File: src/rtl/fifo_rd_scheduler.sv
// Read-side controller for the P2 FIFO: a programmable tick paces reads, a
// round-robin arbiter picks one of two consumers per tick, and the returned
// word is delivered tagged with the winner's ID. Ticks lost to an empty FIFO
// are counted in a saturating underrun counter.
module fifo_rd_scheduler #(
    parameter int DATA_W = 8,
    parameter int CNT_W  = 4,
    parameter int UND_W  = 8
) (
    input  logic              clk_in,
    input  logic              reset,
    input  logic              enable,
    input  logic [CNT_W-1:0]  div_cfg,
    input  logic [1:0]        req,
    input  logic              fifo_empty,
    output logic              fifo_rd_en,
    input  logic [DATA_W-1:0] fifo_rd_data,
    output logic              out_valid,
    output logic [DATA_W-1:0] out_data,
    output logic              out_id,
    output logic              busy,
    output logic [UND_W-1:0]  underrun_cnt
);

    typedef enum logic [1:0] {
        IDLE,
        ISSUE,
        CAPTURE,
        DELIVER
    } state_t;

    state_t            state;
    logic [CNT_W-1:0]  cnt;
    logic [CNT_W-1:0]  div_lat;
    logic              tick;
    logic              rr_ptr;
    logic              gnt_id;
    logic              winner;

    assign tick = enable && (cnt == div_lat);

    // Round-robin winner: pointer breaks a tie, a lone requester always wins.
    always_comb begin
        winner = rr_ptr;
        if (req == 2'b01) begin
            winner = 1'b0;
        end else if (req == 2'b10) begin
            winner = 1'b1;
        end
    end

    // Tick counter; the period is re-latched only at wrap so div_cfg edits never cut a period short.
    always_ff @(posedge clk_in) begin
        if (reset) begin
            cnt     <= '0;
            div_lat <= div_cfg;
        end else if (!enable) begin
            cnt <= '0;
        end else if (tick) begin
            cnt     <= '0;
            div_lat <= div_cfg;
        end else begin
            cnt <= cnt + CNT_W'(1);
        end
    end

    // Read transaction FSM with registered strobes, delivery regs and underrun count.
    always_ff @(posedge clk_in) begin
        if (reset) begin
            state        <= IDLE;
            rr_ptr       <= 1'b0;
            gnt_id       <= 1'b0;
            fifo_rd_en   <= 1'b0;
            out_valid    <= 1'b0;
            out_data     <= '0;
            out_id       <= 1'b0;
            busy         <= 1'b0;
            underrun_cnt <= '0;
        end else begin
            case (state)
                IDLE: begin
                    if (tick && (req != 2'b00)) begin
                        if (!fifo_empty) begin
                            gnt_id     <= winner;
                            rr_ptr     <= ~winner;
                            fifo_rd_en <= 1'b1;
                            busy       <= 1'b1;
                            state      <= ISSUE;
                        end else if (underrun_cnt != '1) begin
                            underrun_cnt <= underrun_cnt + UND_W'(1);
                        end
                    end
                end
                ISSUE: begin
                    fifo_rd_en <= 1'b0;
                    state      <= CAPTURE;
                end
                CAPTURE: begin
                    out_data  <= fifo_rd_data;
                    out_id    <= gnt_id;
                    out_valid <= 1'b1;
                    state     <= DELIVER;
                end
                DELIVER: begin
                    out_valid <= 1'b0;
                    busy      <= 1'b0;
                    state     <= IDLE;
                end
                default: begin
                    state <= IDLE;
                end
            endcase
        end
    end

endmodule

File: config.mk
export PLATFORM = sky130hd
export DESIGN_NAME = fifo_rd_scheduler
export DESIGN_NICKNAME = d
export VERILOG_FILES = /design/src/rtl/fifo_rd_scheduler.sv
export SDC_FILE = /design/constraint.sdc
export NUM_CORES = 1
export LEC_CHECK = 0
export BUFFER_PORTS_ARGS = -buffer_cell sky130_fd_sc_hd__buf_2
export CAP_MARGIN = 40
export CORE_MARGIN = 5
export CORE_UTILIZATION = 45
export CTS_CLUSTER_DIAMETER = 80
export CTS_CLUSTER_SIZE = 14
export DETAILED_ROUTE_END_ITERATION = 8
export PLACE_DENSITY = 0.79
export SLEW_MARGIN = 10
export SYNTH_ARGS = -nofsm -noshare
export SYNTH_HDL_FRONTEND = slang
export SYNTH_SLANG_ARGS = --single-unit
File: constraint.sdc
create_clock -name clk_in -period 3.2 [get_ports clk_in]
set_clock_uncertainty 0.05 [all_clocks]
set_input_delay 0.32 -clock clk_in [delete_from_list [all_inputs] [get_ports clk_in]]
set_output_delay 0.32 -clock clk_in [all_outputs]
set_load 0.05 [all_outputs]
# Word-level counts from Yosys, hierarchy flattened
# Cells that the tools add are included.
classes:
  addsub: 2
  mux: 13
  n_bitwise: 3
  n_reduce_logical: 16
  n_eq_ne: 9
op_table:
  columns: ["cell", "count"]
  rows:
  - ["$mux 4", 3]
  - ["$reduce_bool 2->1", 6]
  - ["$reduce_and 3->1", 3]
  - ["$add 8x1->8 const B", 1]
  - ["$ne 8x8->1 const B", 1]
  - ["$pmux 2 s4", 1]
  - ["$eq 2x2->1 const B", 3]
  - ["$pmux 1 s2", 3]
  - ["$add 4x1->4 const B", 1]
  - ["$eq 2x1->1 const B", 2]
  - ["$eq 4x4->1", 1]
  - ["$mux 1", 4]
  - ["$mux 2", 2]
  - ["$ne 2x2->1 const B", 2]
  - ["$reduce_and 2->1", 2]
  - ["$reduce_and 4->1", 1]
  - ["$not 1->1", 3]
  - ["$reduce_or 3->1", 1]
  - ["$logic_and 1x1->1", 2]
  - ["$logic_not 2->1", 1]
word_totals:
  out_inout_bits: 20
  register_bits: 32
  inputBits: 18

# Longest topological paths before layout
# Gate-level depths: netlist (run 1).
logic_depth:
  word_depth: 5
  ltp_mapped: 7
  depth_no_buf: 6

# Worst setup path before layout (run 1)
# Ideal clock, no wire load.
synth_path:
  path_type: "reg2reg"
  startpoint: "register underrun_cnt[0]"
  endpoint: "register underrun_cnt[7]"
  setup_slack_ns: 1.038
  path_stages_with_launch: 7
  n_path_buf: 1
  setup_ns: 0.123
  t_required_ns: 3.027
  t_arrival_ns: 1.988
  cell_sequence: "dfxtp_1 ha_1 and2_4 a311o_1 buf_2 nor3_1 mux2_1"
synth_via:
  elab_chain_len: 2
synth_lines:
  columns: ["item", "line_no", "source"]
  rows:
  - ["start, declared", "22", "output logic [UND_W-1:0] underrun_cnt"]
  - ["start signal, assigned", "90", "underrun_cnt <= underrun_cnt + UND_W'(1);"]
  - ["parallel branches: the longest is 2 deep, another holds $add 8x1->8", null, null]
# Several ways; the timed one is not identified.
# A chain may end at the register's enable or synchronous reset.

# Worst setup path after layout (run 1)
layout_path:
  startpoint: "register state[1]"
  endpoint: "register underrun_cnt[5]"
layout_via:
  elab_chain_len: 2
layout_lines:
  columns: ["item", "line_no", "source"]
  rows:
  - ["start, declared", "32", "state_t state;"]
  - ["start signal, assigned", "70", "state <= IDLE;"]
  - ["start signal, assigned", "88", "state <= ISSUE;"]
  - ["start signal, assigned", "96", "state <= CAPTURE;"]
  - ["$logic_not 2->1", "80", "case (state)"]
  - ["$reduce_and 4->1 (no line)", null, null]
# No other way between the ends.

==> results of run 1 <==
cell families after synthesis:
group | synth area share [%]
DFF | 47.4
muxes | 9.24
and+or+nand+nor | 16.6
buffers and inverters | 4.01
xor gates and xnor gates | 3.66
AOI/OAI and AO/OA | 12.3
adders and majority gates | 6.80
worst paths after layout:
path,from,to,slack [ns],cells after the start
setup / recovery,state[1]$_SDFFE_PP0P_,underrun_cnt[5]$_SDFFE_PP0P_,1.07,6
hold / removal,div_cfg[2],div_lat[2]$_DFFE_PP_,0.1,1
setup reg to reg,state[1]$_SDFFE_PP0P_,underrun_cnt[5]$_SDFFE_PP0P_,1.07,6
hold reg to reg,gnt_id$_SDFFE_PP0P_,gnt_id$_SDFFE_PP0P_,0.41,2
sequential cells by signal, indices dropped and copies added (netlist names):
signal and flops:
state 2, rr_ptr 1, gnt_id 1, div_lat 4, out_id 1, busy 1
out_valid 1, fifo_rd_en 1, cnt 4, underrun_cnt 8, out_data 8
layout by cell type, fill, tap and decap left out, types with 2 or more instances in the layout:
master    instances
nand3_1           2
dfxtp_1          28
edfxtp_1          4
mux2_1            2
o211ai_1          2
inv_1            10
o21ai_0           6
nor3_1            2
xor2_1            2
a21oi_1           5
mux2i_1          11
clkbuf_4          5
nand4_1           3
or4_1             3
o31ai_1           3
xnor2_1           4
buf_2            37
nand2_1           6
o41ai_1           2
nor2b_1           3
ha_1              7
a221oi_1          2
nor4_1            2
or3_1             3
nor2_1           17
where the power goes:
group / internal (uW) / leakage (uW) / total (uW) / switching (uW)
logic: 50.5 / 0.000403 / 132 / 81.7
clock network: 87.0 / 0.0000317 / 237 / 150
registers: 422 / 0.000265 / 434 / 12.3
worst max-delay path, cell delays in order (launching register included):
cell and delay (ns):
dfxtp_1 0.36, inv_1 0.11, ha_1 0.21, o211ai_1 0.11, a311o_1 0.49, nor4_1 0.33, mux2_1 0.35
routing by layer:
layer | vias to the layer above | share of wire [%] | GRT usage [%]
met4 | 0 | 1.5 | 6.09
met5 | - | 0 | 0
li1 | 600 | - | -
met2 | 30 | 49 | 26.1
met3 | 6 | 5.5 | 5.90
met1 | 566 | 44 | 19.3
area by class of cell:
cell class,count,area [um^2],area share [%]
Inverter,10,37.5,2.19
Sequential cell,32,681,39.7
Multi-Input combinational cell,98,697,40.6
Clock buffer,5,37.5,2.19
Clock inverter,3,22.5,1.31
Timing Repair Buffer,37,185,10.8
Tap cell,44,55.1,3.21
through the flow:
step                util [%]  total power (uW)
floorplan                  -               538
finish                  56.2               803
detailed placement      54.2               574
global route            56.2               852
global placement        54.2               566
CTS                     56.2               811
==> reports/qor.csv, run 1 <==
stage,metric,value,unit
global_route,grt_usage,16.1,%
clock_tree,ctsResizeCount,0,
setup_path,cp-start-kind,flip-flop,
logic_synthesis,synthArstFlopShare,0,%
timing,setup_ws,1.07,ns
floorplanning,core-area,3050,um^2
finish,drive_gt1_share,25.9,%
logic_synthesis,synthCells,145,
timing,finalSetupTns,0,ns
logic_synthesis,synth_edf_count,4,
logic_synthesis,synth_most_common_cell,dfxtp_1,
clock_tree,cts-buffers-inserted,5,
clock_tree,cts.sinks,32,
global_route,gr-total-overflow,0,
finish,syn_to_final_growth,19.5,%
power_and_ir_drop,vdd_drop_max,0.339,mV
place,gp_congestion,0.802,
floorplanning,die_h,66.5,um
clock_tree,clkTransAtPathRegs,0.11,ns
clock_tree,cts_tree,built,
logic_synthesis,ys.flop_type,dfxtp_1,
routing,num_vias,1202,
global_route,grt_max_degree,25,
timing,finalSetupViolCount,0,
clock_tree,cts_root_buf,clkbuf_4,
timing,min_period,2.13,ns
setup_path,crit_required,3.39,ns
global_route,antenna_found_initial,0,
timing,max_slew_margin,60.6,%
floorplanning,boundaryPins,38,
timing,hold_viol_final,0,
logic_synthesis,ys_ff_latch,32,
global_route,grt_pass1_vias,1218,
global_route,grt_pass1_wl,5.41,mm
finish,antenna_cells,0,
floorplanning,dieWidth,66.5,um
timing,worstMarginPinSlew,0.591,ns
finish,nNetsFinal,209,
routing,drt_iter0_drc,94,
clock_tree,postCtsHoldBufs,0,
timing,period_share,66.5,%
setup_path,critPathMaxFanout,14,
timing,max_freq,0.470,GHz
clock_tree,clkLatencyLatePin,0.35,ns
logic_synthesis,synth_area_leader_cell,dfxtp_1,
clock_tree,postCtsSetupBuffers,0,
place,post-place-ws,1.09,ns
logic_synthesis,synthesis.area,1440,um^2
power_and_ir_drop,p_leak,0.000700,uW
logic_synthesis,ys_seq_area_share,47.4,%
routing,drtAntennaViolNets,0,
routing,wirelength,3.05,mm
timing,fin_hold_ws,0.0992,ns
clock_tree,cts_max_level,2,
setup_path,setup.worst_path.end_class,flip-flop,
finish,fillers,291,
timing,rsz0062_at_grt,false,
timing,maxSlewViolCount,0,
finish,final_area,1720,um^2
logic_synthesis,synth_top_area_share,39.1,%
clock_tree,clockBufferDepth,2,
place,placed_area,1660,um^2
routing,wl_per_cell,13.3,um
setup_path,critPathKind,flip-flop to flip-flop,
logic_synthesis,ys_types,36,
floorplanning,fp-row-count,20,
run,maxCapViolCount,0,
logic_synthesis,synth.avg_cell_area,9.90,um^2
power_and_ir_drop,power_density,468,nW/um^2
floorplanning,die-area,4420,um^2
min_path,hold_path_class,input pin to flip-flop,
routing,dr.pass1.iters,4,
place,post-dp-hpwl,2.30,mm
setup_path,worstPathArrival,2.32,ns
finish,instances_no_fill,229,
logic_synthesis,yosys-top-cells-area,"dfxtp_1 39%, edfxtp_1 8.4%, mux2i_1 7.7%",
status,outcome,"complete, no violations",
routing,drc,0,
logic_synthesis,ys_warn_count,0,
logic_synthesis,synth.net_count,170,
routing,via_per_inst,5.25,
place,dp.cells,221,
floorplanning,start_util,47.0,%
logic_synthesis,synth_commonest_cells,"28 x dfxtp_1, 17 x nor2_1, 11 x mux2i_1, 10 x inv_1, 7 x ha_1",
place,io_buffers,37,
Power figures use the tool's default switching activity.
==> inputs of run 2 (changes only) <==
ABC_AREA = 1   (was not set)
PLACE_DENSITY = 0.81   (was 0.79)
clock period = 1.8 ns   (was 3.2 ns; I/O delays follow)
==> run 2 against run 1 <==
Against the previous run:
- sequential share of layout area fell by 2.1 points
- combinational power rose to 6.1 times the previous value
- die area increased by 2.1%
- largest cell class unchanged
==> reports/qor.csv, run 2 <==
stage,metric,value,unit
status,outcome,"complete, no violations",
logic_synthesis,synthesis.area,1470,um^2
logic_synthesis,synthCells,181,
clock_tree,cts.sinks,32,
power_and_ir_drop,vdd_drop_max,0.811,mV
routing,drt_iter0_drc,58,
logic_synthesis,ys_ff_latch,32,
logic_synthesis,synth_most_common_cell,nor2_1,
power_and_ir_drop,power_density,1150,nW/um^2
timing,rsz0062_at_grt,false,
finish,final_area,1810,um^2
finish,final_cell_mix,"41 x nor2_1, 37 x buf_2, 28 x nand2_1, 28 x dfxtp_1, 14 x nand3_1",
logic_synthesis,synth_top_area_share,38.1,%
routing,drc,0,
finish,drive_gt1_share,25.8,%
clock_tree,cts_max_level,2,
timing,maxSlewViolCount,0,
timing,min_period,1.57,ns
floorplanning,core-area,3100,um^2
logic_synthesis,synth.net_count,206,
routing,wirelength,3.03,mm
logic_synthesis,synthArstFlopShare,0,%
timing,max_slew_margin,70.3,%
floorplanning,die_h,67.2,um
global_route,gr-total-overflow,0,
setup_path,critPathKind,flip-flop to flip-flop,
floorplanning,boundaryPins,38,
timing,hold_viol_final,0,
timing,worstMarginPinSlew,0.444,ns
timing,max_freq,0.635,GHz
floorplanning,dieWidth,67.2,um
clock_tree,cts-buffers-inserted,5,
run,maxCapViolCount,0,
setup_path,worstPathArrival,1.75,ns
finish,nNetsFinal,253,
global_route,grt_max_degree,13,
finish,antenna_cells,0,
logic_synthesis,ys_seq_area_share,46.3,%
logic_synthesis,ys.flop_type,dfxtp_1,
routing,num_vias,1276,
logic_synthesis,ys_warn_count,0,
timing,finalSetupTns,0,ns
finish,layout_commonest_cell,nor2_1,
place,placed_area,1710,um^2
setup_path,setup.worst_path.end_class,flip-flop,
routing,drtAntennaViolNets,0,
logic_synthesis,synth_edf_count,4,
finish,finish.utilization,58.3,%
routing,via_per_inst,4.67,
clock_tree,clockBufferDepth,2,
timing,finalSetupViolCount,0,
clock_tree,clkTransAtPathRegs,0.09,ns
floorplanning,fp-row-count,20,
place,post-dp-hpwl,2.23,mm
floorplanning,die-area,4510,um^2
global_route,grt_usage,15.3,%
clock_tree,clkLatencyLatePin,0.33,ns
setup_path,crit_required,1.98,ns
place,io_buffers,37,
power_and_ir_drop,p_leak,0.000879,uW
routing,wl_per_cell,11.1,um
floorplanning,start_util,47.4,%
finish,syn_to_final_growth,23.1,%
logic_synthesis,synth.avg_cell_area,8.12,um^2
logic_synthesis,synth_area_leader_cell,dfxtp_1,
global_route,grt_pass1_vias,1221,
clock_tree,cts_tree,built,
logic_synthesis,ys_types,29,
place,gp_congestion,0.820,
clock_tree,cts_root_buf,clkbuf_4,
setup_path,cp-start-kind,flip-flop,
global_route,antenna_found_initial,0,
global_route,grt_pass1_wl,5.22,mm
routing,dr.pass1.iters,4,
logic_synthesis,yosys-top-cells-area,"dfxtp_1 38%, nor2_1 10%, edfxtp_1 8.2%",
timing,period_share,87.4,%
finish,largestRegisters,"out_data (8), underrun_cnt (8)",
setup_path,critPathMaxFanout,8,
logic_synthesis,synth_commonest_cells,"41 x nor2_1, 28 x dfxtp_1, 28 x nand2_1, 14 x nand3_1, 10 x inv_1",
min_path,hold_path_class,input pin to flip-flop,
==> run 2: final timing paths <==
kind / end / startpoint / slack, ns / cells after the start
setup / recovery: underrun_cnt[1]$_SDFFE_PP0P_ / underrun_cnt[0]$_SDFFE_PP0P_ / 0.23 / 8
hold / removal: out_data[6]$_SDFFE_PP0P_ / fifo_rd_data[6] / 0.02 / 3
setup reg to reg: underrun_cnt[1]$_SDFFE_PP0P_ / underrun_cnt[0]$_SDFFE_PP0P_ / 0.23 / 8
hold reg to reg: gnt_id$_SDFFE_PP0P_ / gnt_id$_SDFFE_PP0P_ / 0.42 / 2
==> run 2: metal layers <==
layer | routed length, um | share of wire [%] | GRT usage (%)
met5 | 0 | 0 | 0
met3 | 195 | 6.4 | 6.16
met2 | 1380 | 45 | 24.9
met4 | 46 | 1.5 | 4.56
met1 | 1420 | 47 | 18.5
==> run 2: where the power goes <==
part,internal [uW],switching (uW)
Clock,152,230
Combinational,229,582
Sequential,828,56.2
Total,1210,869
==> run 2: worst max-delay path: stages (launching register included) <==
cell      delay [ns]
dfxtp_1         0.41
ha_1            0.25
nand4_2         0.14
nor2_1          0.21
nor2_4          0.09
nand2_4         0.12
clkinv_2        0.07
nor2_1          0.08
nor2_1          0.05
==> run 2: layout make-up <==
cell class | count | area, um^2
Fill cell | 303 | 1290
Multi-Input combinational cell | 131 | 727
Sequential cell | 32 | 681
Timing Repair Buffer | 43 | 240
Inverter | 15 | 57.6
Tap cell | 44 | 55.1
Clock buffer | 7 | 45.0
Clock inverter | 1 | 5.00
==> run 2: timing repair <==
action | CTS | global route
buffers inserted | 0 | 0
hold endpoints to repair | 4 | 0
resized for setup | 0 | 2
hold buffers | 4 | 0
endpoints found under the setup margin | 0 | 8
==> run 2: stage by stage <==
stage	power [uW]	setup WS (ns)	hold WS [ns]	cells
3_5_place_dp	1690	0.133	0.309	261
2_1_floorplan	1490	0.0172	0.229	181
4_1_cts	2080	0.0965	0.00898	273
3_3_place_gp	1670	0.207	0.307	261
6_report	2080	0.226	0.0227	273
5_1_grt	2220	0.0569	0.000821	273
==> run 2: logic make-up (layout without fill, tap and decap cells) <==
logic type | count (synthesis) | in the layout | synth area share (%)
buffers and inverters | 18 | 66 | 4.77
XOR/XNOR | 9 | 9 | 5.36
AND/OR/NAND/NOR | 96 | 96 | 30.8
AO/OA/AOI/OAI | 18 | 18 | 6.13
adder cells (fa/ha/maj) | 8 | 8 | 6.64
flip-flops | 32 | 32 | 46.3
